### config.mk
export PLATFORM = sky130hd
export DESIGN_NAME = adaptive_threshold
export DESIGN_NICKNAME = d
export VERILOG_FILES = /design/src/rtl/adaptive_threshold.sv
export SDC_FILE = /design/constraint.sdc
export NUM_CORES = 1
export LEC_CHECK = 0
export CAP_MARGIN = 20
export CORE_MARGIN = 2
export CORE_UTILIZATION = 42
export DETAILED_ROUTE_END_ITERATION = 7
export GPL_ROUTABILITY_DRIVEN = 1
export PLACE_DENSITY = 0.74
export RECOVER_POWER = 25
export SLEW_MARGIN = 20
export SYNTH_ARGS = -nofsm -noshare
export SYNTH_HDL_FRONTEND = slang
export SYNTH_SLANG_ARGS = --single-unit
### constraint.sdc
create_clock -name clock -period 1.8 [get_ports clock]
set_clock_uncertainty 0.15 [all_clocks]
set_input_delay 0.27 -clock clock [delete_from_list [all_inputs] [get_ports clock]]
set_output_delay 0.27 -clock clock [all_outputs]
set_load 0.05 [all_outputs]
### src/rtl/adaptive_threshold.sv
// ============================================================================
// Module  : adaptive_threshold
// Brief   : Raster-scan binarizer: pixel + OFFSET > local mean -> 8'hFF, else 8'h00
// Revision: 1.0
// ============================================================================
`default_nettype none

module adaptive_threshold #(
  parameter int WIDTH_BITS  = 7,
  parameter int HEIGHT_BITS = 7,
  parameter int OFFSET      = 8
) (
  input  logic                   clock,
  input  logic                   reset,
  input  logic                   iStart,
  output logic [WIDTH_BITS-1:0]  oImageCol,
  output logic [HEIGHT_BITS-1:0] oImageRow,
  input  logic [7:0]             iImageData,
  output logic [WIDTH_BITS-1:0]  oMeanCol,
  output logic [HEIGHT_BITS-1:0] oMeanRow,
  input  logic [7:0]             iMeanData,
  output logic [WIDTH_BITS-1:0]  oResultCol,
  output logic [HEIGHT_BITS-1:0] oResultRow,
  output logic [7:0]             oResultData,
  output logic                   oResultWren,
  output logic                   finished
);

  localparam logic [1:0] S_IDLE  = 2'd0;
  localparam logic [1:0] S_RUN   = 2'd1;
  localparam logic [1:0] S_DRAIN = 2'd2;
  localparam logic [1:0] S_DONE  = 2'd3;

  localparam logic [WIDTH_BITS-1:0]  COL_LAST   = '1;
  localparam logic [HEIGHT_BITS-1:0] ROW_LAST   = '1;
  localparam logic [8:0]             OFFSET_EXT = 9'(OFFSET);

  logic [1:0]             state;
  logic [WIDTH_BITS-1:0]  col;
  logic [HEIGHT_BITS-1:0] row;
  logic                   addr_valid;
  logic                   data_valid;
  logic [WIDTH_BITS-1:0]  data_col;
  logic [HEIGHT_BITS-1:0] data_row;
  logic                   drain_cnt;

  // 9-bit compare so pixel + OFFSET can exceed 255 without wrapping
  logic [8:0] biased;
  logic       foreground;
  assign biased     = {1'b0, iImageData} + OFFSET_EXT;
  assign foreground = biased > {1'b0, iMeanData};

  assign oImageCol = col;
  assign oImageRow = row;
  assign oMeanCol  = col;
  assign oMeanRow  = row;

  always_ff @(posedge clock) begin
    if (reset) begin
      state       <= S_IDLE;
      col         <= '0;
      row         <= '0;
      addr_valid  <= 1'b0;
      data_valid  <= 1'b0;
      data_col    <= '0;
      data_row    <= '0;
      drain_cnt   <= 1'b0;
      oResultCol  <= '0;
      oResultRow  <= '0;
      oResultData <= 8'h00;
      oResultWren <= 1'b0;
      finished    <= 1'b0;
    end else begin
      // Address copy travels with the memory read so results name their pixel
      data_valid  <= addr_valid;
      data_col    <= col;
      data_row    <= row;
      oResultWren <= data_valid;
      if (data_valid) begin
        oResultCol  <= data_col;
        oResultRow  <= data_row;
        oResultData <= foreground ? 8'hFF : 8'h00;
      end

      case (state)
        S_IDLE: begin
          if (iStart) begin
            state      <= S_RUN;
            col        <= '0;
            row        <= '0;
            addr_valid <= 1'b1;
          end
        end
        S_RUN: begin
          if (col == COL_LAST && row == ROW_LAST) begin
            state      <= S_DRAIN;
            addr_valid <= 1'b0;
            drain_cnt  <= 1'b0;
          end else begin
            col <= col + 1'b1;
            if (col == COL_LAST) begin
              row <= row + 1'b1;
            end
          end
        end
        S_DRAIN: begin
          if (drain_cnt) begin
            state    <= S_DONE;
            finished <= 1'b1;
          end else begin
            drain_cnt <= 1'b1;
          end
        end
        S_DONE: begin
          state <= S_DONE;
        end
        default: begin
          state <= S_IDLE;
        end
      endcase
    end
  end

endmodule

`default_nettype wire

# == Yosys cells after proc, flatten, opt, wreduce, memory -nomap -nowiden ==
# Cells that the tools add are included.
# op_classes
mux,15
n_addsub,3
eq_ne,10
order_cmp,1
n_reduce_logical,10
# ops
cell,n
two-way mux 7 bit,4
case mux 7 bit (2 select lines),2
"adder 7 x 1 -> 7 bit, second input constant",2
"equality test 7 bit, second input constant",2
"inequality test 2 bit, second input constant",5
"adder 8 x 4 -> 9 bit, second input constant",1
greater-than comparator 9 x 8 -> 1 bit,1
AND reduction 3 bit,3
two-way mux 8 bit,1
case mux 2 bit (4 select lines),1
two-way mux 2 bit,3
"equality test 2 bit, second input constant",2
case mux 1 bit (2 select lines),2
AND reduction 2 bit,2
AND reduction 4 bit,1
nonzero test 2 bit,2
"equality test 2 x 1 -> 1 bit, second input constant",1
logical NOT 2 bit,1
two-way mux 1 bit,2
logical AND 1 bit,1
# word_totals
wordCells,52
inputBits,19
output_inout_bits,52
ff_bits,57

# == Logic depth before layout (Yosys ltp) ==
# logic_depth
ltp_word,4
depth_mapped,8
mapped_depth_nobuf,8

# == Least setup slack after synthesis ==
# OpenSTA, ideal clock, no wires.
# synth_path
kind,register -> register
startpoint,register col[0] (netlist: oImageCol[0])
endpoint,register row[1] (netlist: oImageRow[1])
t_arrival_ns,2.204
stages_incl_launch_ff,6
n_path_buf,0
path_slack_ns,-0.629
synth_period_minus_slack_ns,2.429
required_ns,1.576
cell_sequence,dfxtp_1 -> ha_1 -> nand3_2 -> or4_4 -> or4b_1 -> a31oi_1
# synth_between
elab_chain_cells,4
elab_cells_between_ends,5
# synth_lines
element,line_no,text
from (decl),39,logic [WIDTH_BITS-1:0] col;
from (signal assigned),100,col <= col + 1'b1;
equality test 7 bit (*),"95, 101",
logical AND 1 bit,95,if (col == COL_LAST && row == ROW_LAST) begin
inequality test 2 bit (no source line),-,
AND reduction 4 bit (no source line) (*),-,
to (signal assigned),102,row <= row + 1'b1;
to (decl),40,logic [HEIGHT_BITS-1:0] row;
# Mark *: on every way between the ends. The rest lies on a longest branch, timed or not.
# A chain may end at the register's enable or synchronous reset.

# == Worst setup path after layout ==
# layout_path
startpoint,register col[1] (netlist: oImageCol[1])
endpoint,register row[1] (netlist: oImageRow[1])
# The elaborated chain is that of the path after synthesis.

==> flow_summary_export.csv <==
group,metric,value,unit
run_status,status,"complete, but fails checks",
run_status,violations,"negative setup slack",
synth,synthFlopType,"dfxtp_1",
pwr,p_seq_share,53.2,%
clock_tree,cts_num_sinks,50,
finish,area_growth,39.0,%
finish,nets,359,
floorplanning,initial_core_util,43.0,%
min_path,whs_path_depth,1,
finish,diodes,0,
drt,wire_per_inst,12.9,um
timing,finalHoldViolations,0,
floorplanning,die_y,78.6,um
clock_tree,clock_path_buffers,2,
pwr,power.leakage,0.00139,uW
timing,slew_viol_final,0,
drt,route.detailed.drc,0,
global_routing,overflow,0,
clock_tree,worstSkewPairLatency,0.31,ns
finish,fin_area,3250,um^2
finish,multi_input_area,1130,um^2
synth,synth-edff-count,0,
timing,fin_ws,-0.0961,ns
min_path,holdPathEnd,"data_valid",
timing,fmax,0.527,GHz
drt,antenna_left,0,
floorplanning,rows,27,
critical_path,path_class,"register to register",
timing,period_share,105,%
pwr,ir_worst_vdd,0.295,mV
critical_path,crit_path_start_kind,"register",
placement,dpl_worst_slack,-0.420,ns
timing,worst_slew_pin_slew,0.601,ns
floorplanning,ioPinCount,71,
critical_path,ff2ff_setup_slack,-0.1,ns
synth,synth_top_area_share,42.8,%
pwr,clockPowerShare,32.4,%
drt,routed_via_density,5.02,
critical_path,worstPathMaxFanout,6,
timing,setup_viol,1,
placement,gp_congestion,0.807,
critical_path,timing.rr.end,"oImageRow[1]",
drt,first_pass_iters,4,
synth,syn_avg_cell_area,9.09,um^2
finish,regArea,1020,um^2
clock_tree,cts.clk_slew.worst_paths,0.09,ns
clock_tree,clock-root-buffer,"clkbuf_8",
clock_tree,numCtsBuffers,5,
synth,synth_warnings,0,
critical_path,required,1.88,ns
timing,tns,-0.0961,ns
timing,period_needed,1.90,ns
min_path,min-delay-start,"addr_valid",
synth,synthTopCellsByArea,"dfxtp_1 (43%), mux2i_1 (7.7%), buf_4 (7.1%), ha_1 (5.9%), nor2b_1 (4.3%)",
synth,syn_area,2340,um^2
drt,wirelength,5.19,mm
finish,fillers,469,
placement,dpl_cell_area,3130,um^2
critical_path,r2r_cells,5,
drt,first_iter_violations,87,
global_routing,grt_max_degree,30,
floorplanning,core,5440,um^2
synth,ys_seq_elements,50,
finish,drive_gt1_share,33.6,%
synth,synthCells,257,
timing,grt_setup_unrepaired,"true",
drt,vias,2019,
pwr,switchingPower,533,uW
floorplanning,dieArea,6180,um^2
critical_path,crit_path_end_kind,"register",
synth,synth_top_area_cell,"dfxtp_1",
floorplanning,fp.dieW,78.6,um
global_routing,first_global_vias,1878,
pwr,internal_power,1570,uW
synth,yosysUniqueCellTypes,43,
synth,syn_nets,287,
timing,max_slew_margin,60.1,%
pwr,swShare,25.3,%
placement,port_buffers,70,
clock_tree,cts_tree,"built",
job,max_cap_violations,0,
placement,hpwlAfterDp,3.99,mm
synth,async_flop_share,0,%
global_routing,grt.total_usage,18.0,%
clock_tree,postCtsHoldBufs,0,
min_path,hold_class,"register to register",
global_routing,grt_pass1_wl,8.83,mm
pwr,p_per_area,648,nW/um^2
pwr,comb_power_share,14.4,%
critical_path,timing.rr.start,"oImageCol[1]",
clock_tree,ctsHtreeMaxLevel,2,
synth,post-synth-top-count-cell,"dfxtp_1",
synth,synth_common_cells,"dfxtp_1 (50), nor2_1 (26), buf_4 (22)",
synth,synth_seq_area_share,42.8,%
critical_path,cp.arrival,1.97,ns
global_routing,antenna_found_initial,0,
==> cell usage in the layout (no fill, tap or decap), drive strengths merged, types with 3 or more instances in the layout <==
cell,netlist,layout
buf,24,76
dfxtp,50,50
nor2,26,26
mux2i,18,18
nor2b,16,16
inv,13,14
clkdlybuf4s50,0,13
nor3,12,12
clkbuf,9,12
nand2,11,11
ha,11,11
nand3,9,9
nand4,6,6
or2,5,5
a21oi,4,4
o21ai,4,4
and3,3,3
a211oi,3,3
o211ai,3,3
dlymetal6s2s,0,3
==> sequential cells by signal, indices dropped and copies added, names as in the netlist <==
signal and count:
addr_valid 1, data_col 7, data_row 7, data_valid 1
drain_cnt 1, finished 1, oImageCol 7, oImageRow 7
oResultCol 7, oResultData 1, oResultRow 7, oResultWren 1
state 2
==> final cells by class <==
| cell class | instances | area share [%] |
|---|---|---|
| multi-input combinational | 161 | 34.7 |
| tap | 72 | 2.77 |
| clock inverter | 1 | 0.270 |
| inverter | 13 | 1.50 |
| sequential | 50 | 31.4 |
| timing repair buffer | 98 | 26.7 |
| clock buffer | 7 | 2.66 |
==> worst max-delay path, stage by stage (launching register included) <==
cell,delay [ns]
dfxtp_4,0.37
ha_4,0.15
nand3_4,0.10
or4_4,0.44
or4b_4,0.48
a31oi_1,0.14
==> routing by layer <==
metal  vias to the layer above  part of all wire [%]  global-route usage [%]  routed length (um)
li1                       1013                     -                       -                   -
met1                       944                    44                    22.3                2280
met2                        54                    50                    31.2                2600
met3                         8                   4.1                    3.56                 213
met4                         0                   1.8                    5.79                  94
met5                         -                     0                       0                   0
==> power groups by stage <==
| stage | registers (uW) | clock network [uW] | logic, uW |
|---|---|---|---|
| 6_report | 1120 | 683 | 303 |
| 3_3_place_gp | 1150 | 0 | 295 |
| 5_1_grt | 1120 | 746 | 328 |
| 3_5_place_dp | 1150 | 0 | 301 |
| 2_1_floorplan | 1160 | 0 | 162 |
| 4_1_cts | 1120 | 698 | 302 |
==> how the worst max path moves through the flow <==
stage / to / start / slack, ns
after floorplan: oImageRow[1] / oImageCol[0] / -0.15
after global placement: oResultData[6] / iImageData[3] / -0.30
after detailed placement: oResultData[6] / iImageData[3] / -0.42
after CTS: oImageRow[1] / oImageCol[1] / -0.08
after global routing: oImageRow[1] / oImageCol[1] / -0.17
final: oImageRow[1] / oImageCol[1] / -0.1
==> per-stage QoR <==
| stage | instances | util (%) | hold WS (ns) | total power, uW |
|---|---|---|---|---|
| floorplan | 257 | - | 0.201 | 1320 |
| global placement | 393 | 57.6 | 0.295 | 1440 |
| detailed placement | 393 | 57.6 | 0.304 | 1450 |
| CTS | 402 | 59.5 | 0.264 | 2120 |
| global route | 402 | 59.7 | 0.341 | 2200 |
| finish | 402 | 59.7 | 0.320 | 2110 |
==> what timing repair did <==
item | CTS | global route
resized for setup | 2 | 8
setup buffers | 1 | 0
setup endpoints to repair | 2 | 10
pin swaps | 0 | 4
==> logic make-up (layout without fill, tap and decap cells) <==
kind of cell	count (synthesis)	in the layout	share of synthesized area [%]
AND/OR/NAND/NOR	100	100	22.6
flip-flops	50	50	42.8
buffers and inverters	46	119	10.9
AO/OA/AOI/OAI	27	27	7.92
multiplexers	20	20	8.67
adder cells (fa/ha/maj)	11	11	5.89
XOR/XNOR	3	3	1.12
No activity file was read; power rests on OpenSTA's default activity.
